File: src/rtl/pio_edge_irq_pkg.sv
// Shared constants and helpers for the edge-capturing input PIO.
// Latency: n/a (declarations only).
// Backpressure: n/a (declarations only).
package pio_edge_irq_pkg;

  // Widest supported input port; also the Avalon data bus width.
  localparam int MAX_WIDTH = 32;

  // Register word offsets.
  localparam logic [2:0] ADDR_DATA         = 3'd0;
  localparam logic [2:0] ADDR_RISE_EN      = 3'd1;
  localparam logic [2:0] ADDR_IRQ_MASK     = 3'd2;
  localparam logic [2:0] ADDR_EDGE_CAPTURE = 3'd3;
  localparam logic [2:0] ADDR_FALL_EN      = 3'd4;
  localparam logic [2:0] ADDR_RAW          = 3'd5;

  // Ceiling log2; clog2(1) = 0, callers clamp to a 1-bit minimum.
  function automatic int clog2(input int value);
    int r;
    int v;
    r = 0;
    v = value - 1;
    while (v > 0) begin
      r++;
      v = v >> 1;
    end
    return r;
  endfunction

endpackage

File: src/rtl/pio_debounce_bit.sv
// One input bit: synchroniser chain, debounce counter, stable level and edge flags.
// Latency: SYNC_STAGES cycles to sync_o, plus DEBOUNCE_CYCLES to stable_o.
// Backpressure: none; free-running every clock.
module pio_debounce_bit
  import pio_edge_irq_pkg::*;
#(
  parameter int SYNC_STAGES     = 2,
  parameter int DEBOUNCE_CYCLES = 1
) (
  input  logic clk,
  input  logic reset_n,
  input  logic in_i,
  output logic sync_o,
  output logic stable_o,
  output logic rise_raw_o,
  output logic fall_raw_o
);

  // D=1 needs no counting but keep a 1-bit counter so the logic stays uniform.
  localparam int CNT_W = (clog2(DEBOUNCE_CYCLES) < 1) ? 1 : clog2(DEBOUNCE_CYCLES);
  localparam logic [CNT_W-1:0] CNT_LAST = CNT_W'(DEBOUNCE_CYCLES - 1);

  logic [SYNC_STAGES-1:0] sync_q;
  logic                   stable_q, stable_d;
  logic                   prev_q;
  logic [CNT_W-1:0]       cnt_q, cnt_d;

  assign sync_o = sync_q[SYNC_STAGES-1];

  // Metastability chain: shift the raw pin in from the low end.
  always_ff @(posedge clk or negedge reset_n) begin
    if (!reset_n) sync_q <= '0;
    else          sync_q <= {sync_q[SYNC_STAGES-2:0], in_i};
  end

  // Accept a new level only after it has differed for DEBOUNCE_CYCLES samples.
  always_comb begin
    stable_d = stable_q;
    cnt_d    = '0;
    if (sync_o != stable_q) begin
      if (cnt_q == CNT_LAST) stable_d = sync_o;
      else                   cnt_d    = cnt_q + 1'b1;
    end
  end

  // Debounced level, its one-cycle-old copy, and the persistence counter.
  always_ff @(posedge clk or negedge reset_n) begin
    if (!reset_n) begin
      stable_q <= 1'b0;
      prev_q   <= 1'b0;
      cnt_q    <= '0;
    end else begin
      stable_q <= stable_d;
      prev_q   <= stable_q;
      cnt_q    <= cnt_d;
    end
  end

  assign stable_o   = stable_q;
  assign rise_raw_o = stable_q & ~prev_q;
  assign fall_raw_o = ~stable_q & prev_q;

endmodule

File: src/rtl/pio_edge_irq.sv
// Avalon-MM input PIO with debounce, selectable edge capture (W1C) and masked irq.
// Latency: read data 1 cycle after address; edge captured S+D+1 edges after a pin change.
// Backpressure: none; slave always accepts, readdata refreshes every cycle.
module pio_edge_irq
  import pio_edge_irq_pkg::*;
#(
  parameter int WIDTH           = 10,
  parameter int SYNC_STAGES     = 2,
  parameter int DEBOUNCE_CYCLES = 1
) (
  input  logic             clk,
  input  logic             reset_n,
  input  logic [2:0]       address,
  input  logic             chipselect,
  input  logic             write_n,
  input  logic [31:0]      writedata,
  input  logic [WIDTH-1:0] in_port,
  output logic [31:0]      readdata,
  output logic             irq
);

  logic [WIDTH-1:0] sync_w, stable_w, rise_raw_w, fall_raw_w;

  for (genvar g = 0; g < WIDTH; g++) begin : g_bit
    pio_debounce_bit #(
      .SYNC_STAGES    (SYNC_STAGES),
      .DEBOUNCE_CYCLES(DEBOUNCE_CYCLES)
    ) u_bit (
      .clk       (clk),
      .reset_n   (reset_n),
      .in_i      (in_port[g]),
      .sync_o    (sync_w[g]),
      .stable_o  (stable_w[g]),
      .rise_raw_o(rise_raw_w[g]),
      .fall_raw_o(fall_raw_w[g])
    );
  end

  logic [WIDTH-1:0]     rise_en_q, rise_en_d;
  logic [WIDTH-1:0]     fall_en_q, fall_en_d;
  logic [WIDTH-1:0]     mask_q, mask_d;
  logic [WIDTH-1:0]     cap_q, cap_d;
  logic [MAX_WIDTH-1:0] rdata_q, rdata_d;
  logic [WIDTH-1:0]     wdata, cap_clr, edge_set;
  logic                 wr_en;
  logic                 unused_wdata;

  assign wr_en        = chipselect & ~write_n;
  assign wdata        = writedata[WIDTH-1:0];
  assign unused_wdata = ^writedata;
  assign edge_set     = (rise_raw_w & rise_en_q) | (fall_raw_w & fall_en_q);

  // Register writes; a new edge in the same cycle as a clear keeps its bit set.
  always_comb begin
    rise_en_d = rise_en_q;
    fall_en_d = fall_en_q;
    mask_d    = mask_q;
    cap_clr   = '0;
    if (wr_en) begin
      case (address)
        ADDR_RISE_EN:      rise_en_d = wdata;
        ADDR_IRQ_MASK:     mask_d    = wdata;
        ADDR_EDGE_CAPTURE: cap_clr   = wdata;
        ADDR_FALL_EN:      fall_en_d = wdata;
        default: ;
      endcase
    end
    cap_d = (cap_q & ~cap_clr) | edge_set;
  end

  // Read mux, sampled into readdata every cycle regardless of chipselect.
  always_comb begin
    rdata_d = '0;
    case (address)
      ADDR_DATA:         rdata_d[WIDTH-1:0] = stable_w;
      ADDR_RISE_EN:      rdata_d[WIDTH-1:0] = rise_en_q;
      ADDR_IRQ_MASK:     rdata_d[WIDTH-1:0] = mask_q;
      ADDR_EDGE_CAPTURE: rdata_d[WIDTH-1:0] = cap_q;
      ADDR_FALL_EN:      rdata_d[WIDTH-1:0] = fall_en_q;
      ADDR_RAW:          rdata_d[WIDTH-1:0] = sync_w;
      default: ;
    endcase
  end

  // Control/status registers and registered read data.
  always_ff @(posedge clk or negedge reset_n) begin
    if (!reset_n) begin
      rise_en_q <= '1;
      fall_en_q <= '1;
      mask_q    <= '0;
      cap_q     <= '0;
      rdata_q   <= '0;
    end else begin
      rise_en_q <= rise_en_d;
      fall_en_q <= fall_en_d;
      mask_q    <= mask_d;
      cap_q     <= cap_d;
      rdata_q   <= rdata_d;
    end
  end

  assign readdata = rdata_q;
  // Pure AND-OR of flop outputs, so it only moves just after a clk edge.
  assign irq      = |(cap_q & mask_q);

endmodule

File: config.mk
export PLATFORM = sky130hd
export DESIGN_NAME = pio_edge_irq
export DESIGN_NICKNAME = d
export VERILOG_FILES = /design/src/rtl/pio_edge_irq_pkg.sv /design/src/rtl/pio_debounce_bit.sv /design/src/rtl/pio_edge_irq.sv
export SDC_FILE = /design/constraint.sdc
export NUM_CORES = 1
export LEC_CHECK = 0
export BUFFER_PORTS_ARGS = -buffer_cell sky130_fd_sc_hd__buf_2
export CAP_MARGIN = 0
export CELL_PAD_IN_SITES_DETAIL_PLACEMENT = 1
export CELL_PAD_IN_SITES_GLOBAL_PLACEMENT = 1
export CORE_UTILIZATION = 36
export CTS_BUF_LIST = sky130_fd_sc_hd__clkbuf_16
export DETAILED_ROUTE_END_ITERATION = 6
export PLACE_DENSITY_LB_ADDON = 0.05
export SKIP_LAST_GASP = 1
export SYNTH_ARGS = -nofsm -noshare
export SYNTH_HDL_FRONTEND = slang
export SYNTH_SLANG_ARGS = --single-unit
File: constraint.sdc
create_clock -name clk -period 1.36 [get_ports clk]
set_input_delay 0.272 -clock clk [delete_from_list [all_inputs] [get_ports clk]]
set_output_delay 0.272 -clock clk [all_outputs]
set_load 0.02 [all_outputs]
==> impl_metrics.yaml <==
run_status:
  outcome: "complete, but fails checks"
  violations: "setup timing"
job:
  cap_violations: 0
global_route:
  grt_use_met3_pct: 4.20
  grt_overflow: 0
  grt_pass1_vias: 2451
  met1_usage_pct: 22.5
  grt_max_degree: 49
  antenna_found_initial: 0
  use_met2_pct: 25.1
  track_usage_pct: 16.5
  grt_pass1_wl_um: 13500
  grt.busiest_layer: "met2"
synthesis:
  yosys-top-cells-count: "dfrtp_1 (70), nand2_1 (30), mux2_2 (24)"
  synth-edff-count: 0
  synth_area_leaders: "dfrtp_1 (46%), dfstp_2 (14%), mux2_2 (7.1%)"
  synthFlopType: "dfrtp_1"
  ys_types: 32
  synthArstFlopShare_pct: 100
  yosysTopAreaCell: "dfrtp_1"
  syn-cell-area_um2: 3780
  syn_inst: 288
  synth-seq-cells: 90
  synth_area_per_cell_um2: 13.1
  synth_top_area_share_pct: 46.3
  yosysSeqAreaShare_pct: 60.2
  yosysMostFrequentCell: "dfrtp_1"
  yosysWarnings: 0
floorplan:
  die_w_um: 105
  rows: 37
  start_util_pct: 36.8
  coreArea_um2: 10300
  io-pin-count: 82
  dieArea_um2: 10900
  die_h_um: 105
cts:
  cts_sinks: 90
  cts_setup_buffers: 0
  clock_latency_ps: 340
  cts_root_buf: "clkbuf_16"
  cts-htree-levels: 3
  cts_tree: "yes"
  cts.path.max_buffers: 2
  cts_buffers: 9
  path_clk_slew_ps: 70
final_layout:
  nets: 387
  diodes: 0
  fin_cells: 479
  fin_util_pct: 43.8
  synthToLayoutAreaGrowth_pct: 18.9
  layout-drive-gt1-share_pct: 39.7
power:
  p_leak_nw: 2.02
  power_density_nw_per_um2: 1550
  ir_drop_v: 0.000796
  finalPower_w: 0.00697
hold_path:
  holdPathStages: 1
  worstHoldPathType: "primary input to flip-flop"
  hp-start: "in_port[4]"
  hold_path_end: "g_bit[4].u_bit.sync_q[0]"
route:
  dr.pass1.iters: 4
  drt-initial-drc-count: 31
  wl_per_cell_um: 16.7
  vias: 2283
  drc_errors: 0
  wl_um: 7990
  drtAntennaViolNets: 0
  routed_via_density: 4.77
sta:
  min_period_ps: 1780
  setup_viol: 1
  final.setup.tns_ps: -425
  fin_worst_skew_ps: 7.15
  fin_ws_ps: -425
  max_freq_mhz: 560
  rsz0062_at_grt: "true"
  hold_viol_final: 0
  fin_hold_ws_ps: 32.3
  fin_crit_sh_pct: 131
  final_max_slew_viol_count: 0
placed_design:
  gp_congestion: 0.708
  dp_hpwl_um: 5500
  placedCellCount: 462
  io_buffers: 37
worst_setup_path:
  slowest_delay_ps: 390
  startpoint_type: "flip-flop"
  worstPathMaxFanout: 3
  path_cells: "a22o_1 > a221oi_2 > nand4_1 > buf_2"
  cp-end-kind: "output port"
  critPathRequiredTime_ps: 1090
  timing.rr.end: "readdata[3]"
  critical_path_class: "flip-flop to output port"
  r2r_start: "rise_en_q[3]"
  ff2ff_setup_slack_ps: 270
  crit_arrival_ps: 1510
  critical-path-slowest-cell: "dfrtp_1"
  worstRegToRegCells: 3
cell type report:
cell class	instances	area [um^2]
clock buffer	9	225
clock inverter	7	86.3
fill	1120	5780
inverter	1	3.75
multi-input combinational	174	1340
sequential	90	2280
tap	136	170
timing repair buffer	62	403
registers in the layout, indices dropped and copies added, names as in the netlist:
register,cells
g_bit.u_bit.sync_q,20
cap_q,10
fall_en_q,10
g_bit.u_bit.prev_q,10
g_bit.u_bit.stable_o,10
mask_q,10
readdata,10
rise_en_q,10
through the flow:
stage	area, um^2	setup WS, ps
after global placement	4170	-210
after global routing	4500	-490
after floorplan	3880	-89.1
after detailed placement	4170	-209
after CTS	4500	-470
final	4500	-425
worst max-delay path by stage:
| stage | from | end | slack (ps) | cells past startpoint |
|---|---|---|---|---|
| global placement | address[0] | rise_en_q[4] | -210 | 4 |
| CTS | cap_q[0] | irq | -470 | 4 |
| floorplan | address[2] | rise_en_q[0] | -90 | 5 |
| finish | cap_q[0] | irq | -420 | 4 |
| detailed placement | address[0] | rise_en_q[2] | -210 | 4 |
| global route | mask_q[0] | irq | -490 | 4 |
worst max-delay path, delay by kind of cell, from the launching register on:
family | cells | cell delay (ps)
buf+inv | 1 | 200
compound gates | 2 | 420
flops | 1 | 390
simple gates | 1 | 170
power by group:
group          internal (W)  total (W)  switching (W)
sequential          0.00313    0.00338       0.000244
clock               0.00159    0.00259       0.000996
combinational      0.000524    0.00100       0.000480
total               0.00525    0.00697        0.00172
timing repair:
action	4_1_cts	5_1_grt
pin swaps	1	0
setup endpoints to repair	1	1
hold endpoints to repair	12	0
hold buffers	1	0
gates resized for setup	1	0
routing by layer:
metal / wire, um / up-vias
met4: 130 / 0
met2: 3710 / 48
met5: 0 / -
met1: 3860 / 1155
met3: 282 / 9
li1: - / 1071
cells by family (layout without fill, tap and decap cells):
logic type             count (synthesis)  in the layout  synth area share [%]
AO/OA/AOI/OAI                         42             42                  8.07
buffers and inverters                 45             79                  7.24
flip-flops                            90             90                  60.2
multiplexers                          55             55                  16.7
other                                  1             22                0.0991
AND/OR/NAND/NOR                       55             55                  7.74
placed cells by master, fill, tap and decap left out:
cell type      Yosys  layout
inv_1              0       1
nand2b_1           4       3
o21a_1             6       6
nand3_1            1       1
dfstp_2           20      20
nand2_1           30      30
buf_4             23      23
clkinvlp_4         0       1
nand3b_1          13      13
nand4bb_1          1       1
o22a_1             1       1
nand2b_4           0       1
inv_2              1       1
o21ai_0           10      10
conb_1             1      22
buf_2              3      36
clkinv_2           0       3
nor2_2             1       1
dfrtp_1           70      70
a22o_1             1       1
or4_4              0       1
o221ai_1           9       9
a221oi_2           0       1
clkbuf_16          0       9
mux2i_1           21      21
o22ai_1            1       1
o211ai_1           9       9
bufinv_16          0       2
a22oi_1            3       3
mux2_4            10      10
a221oi_1           2       1
and3b_1            1       1
nor4b_2            0       1
nor2_1             1       1
nand4_1            1       1
buf_12             0       2
mux2_2            24      24
dlygate4sd3_1      0       1
(Power assumes the default switching activity.)
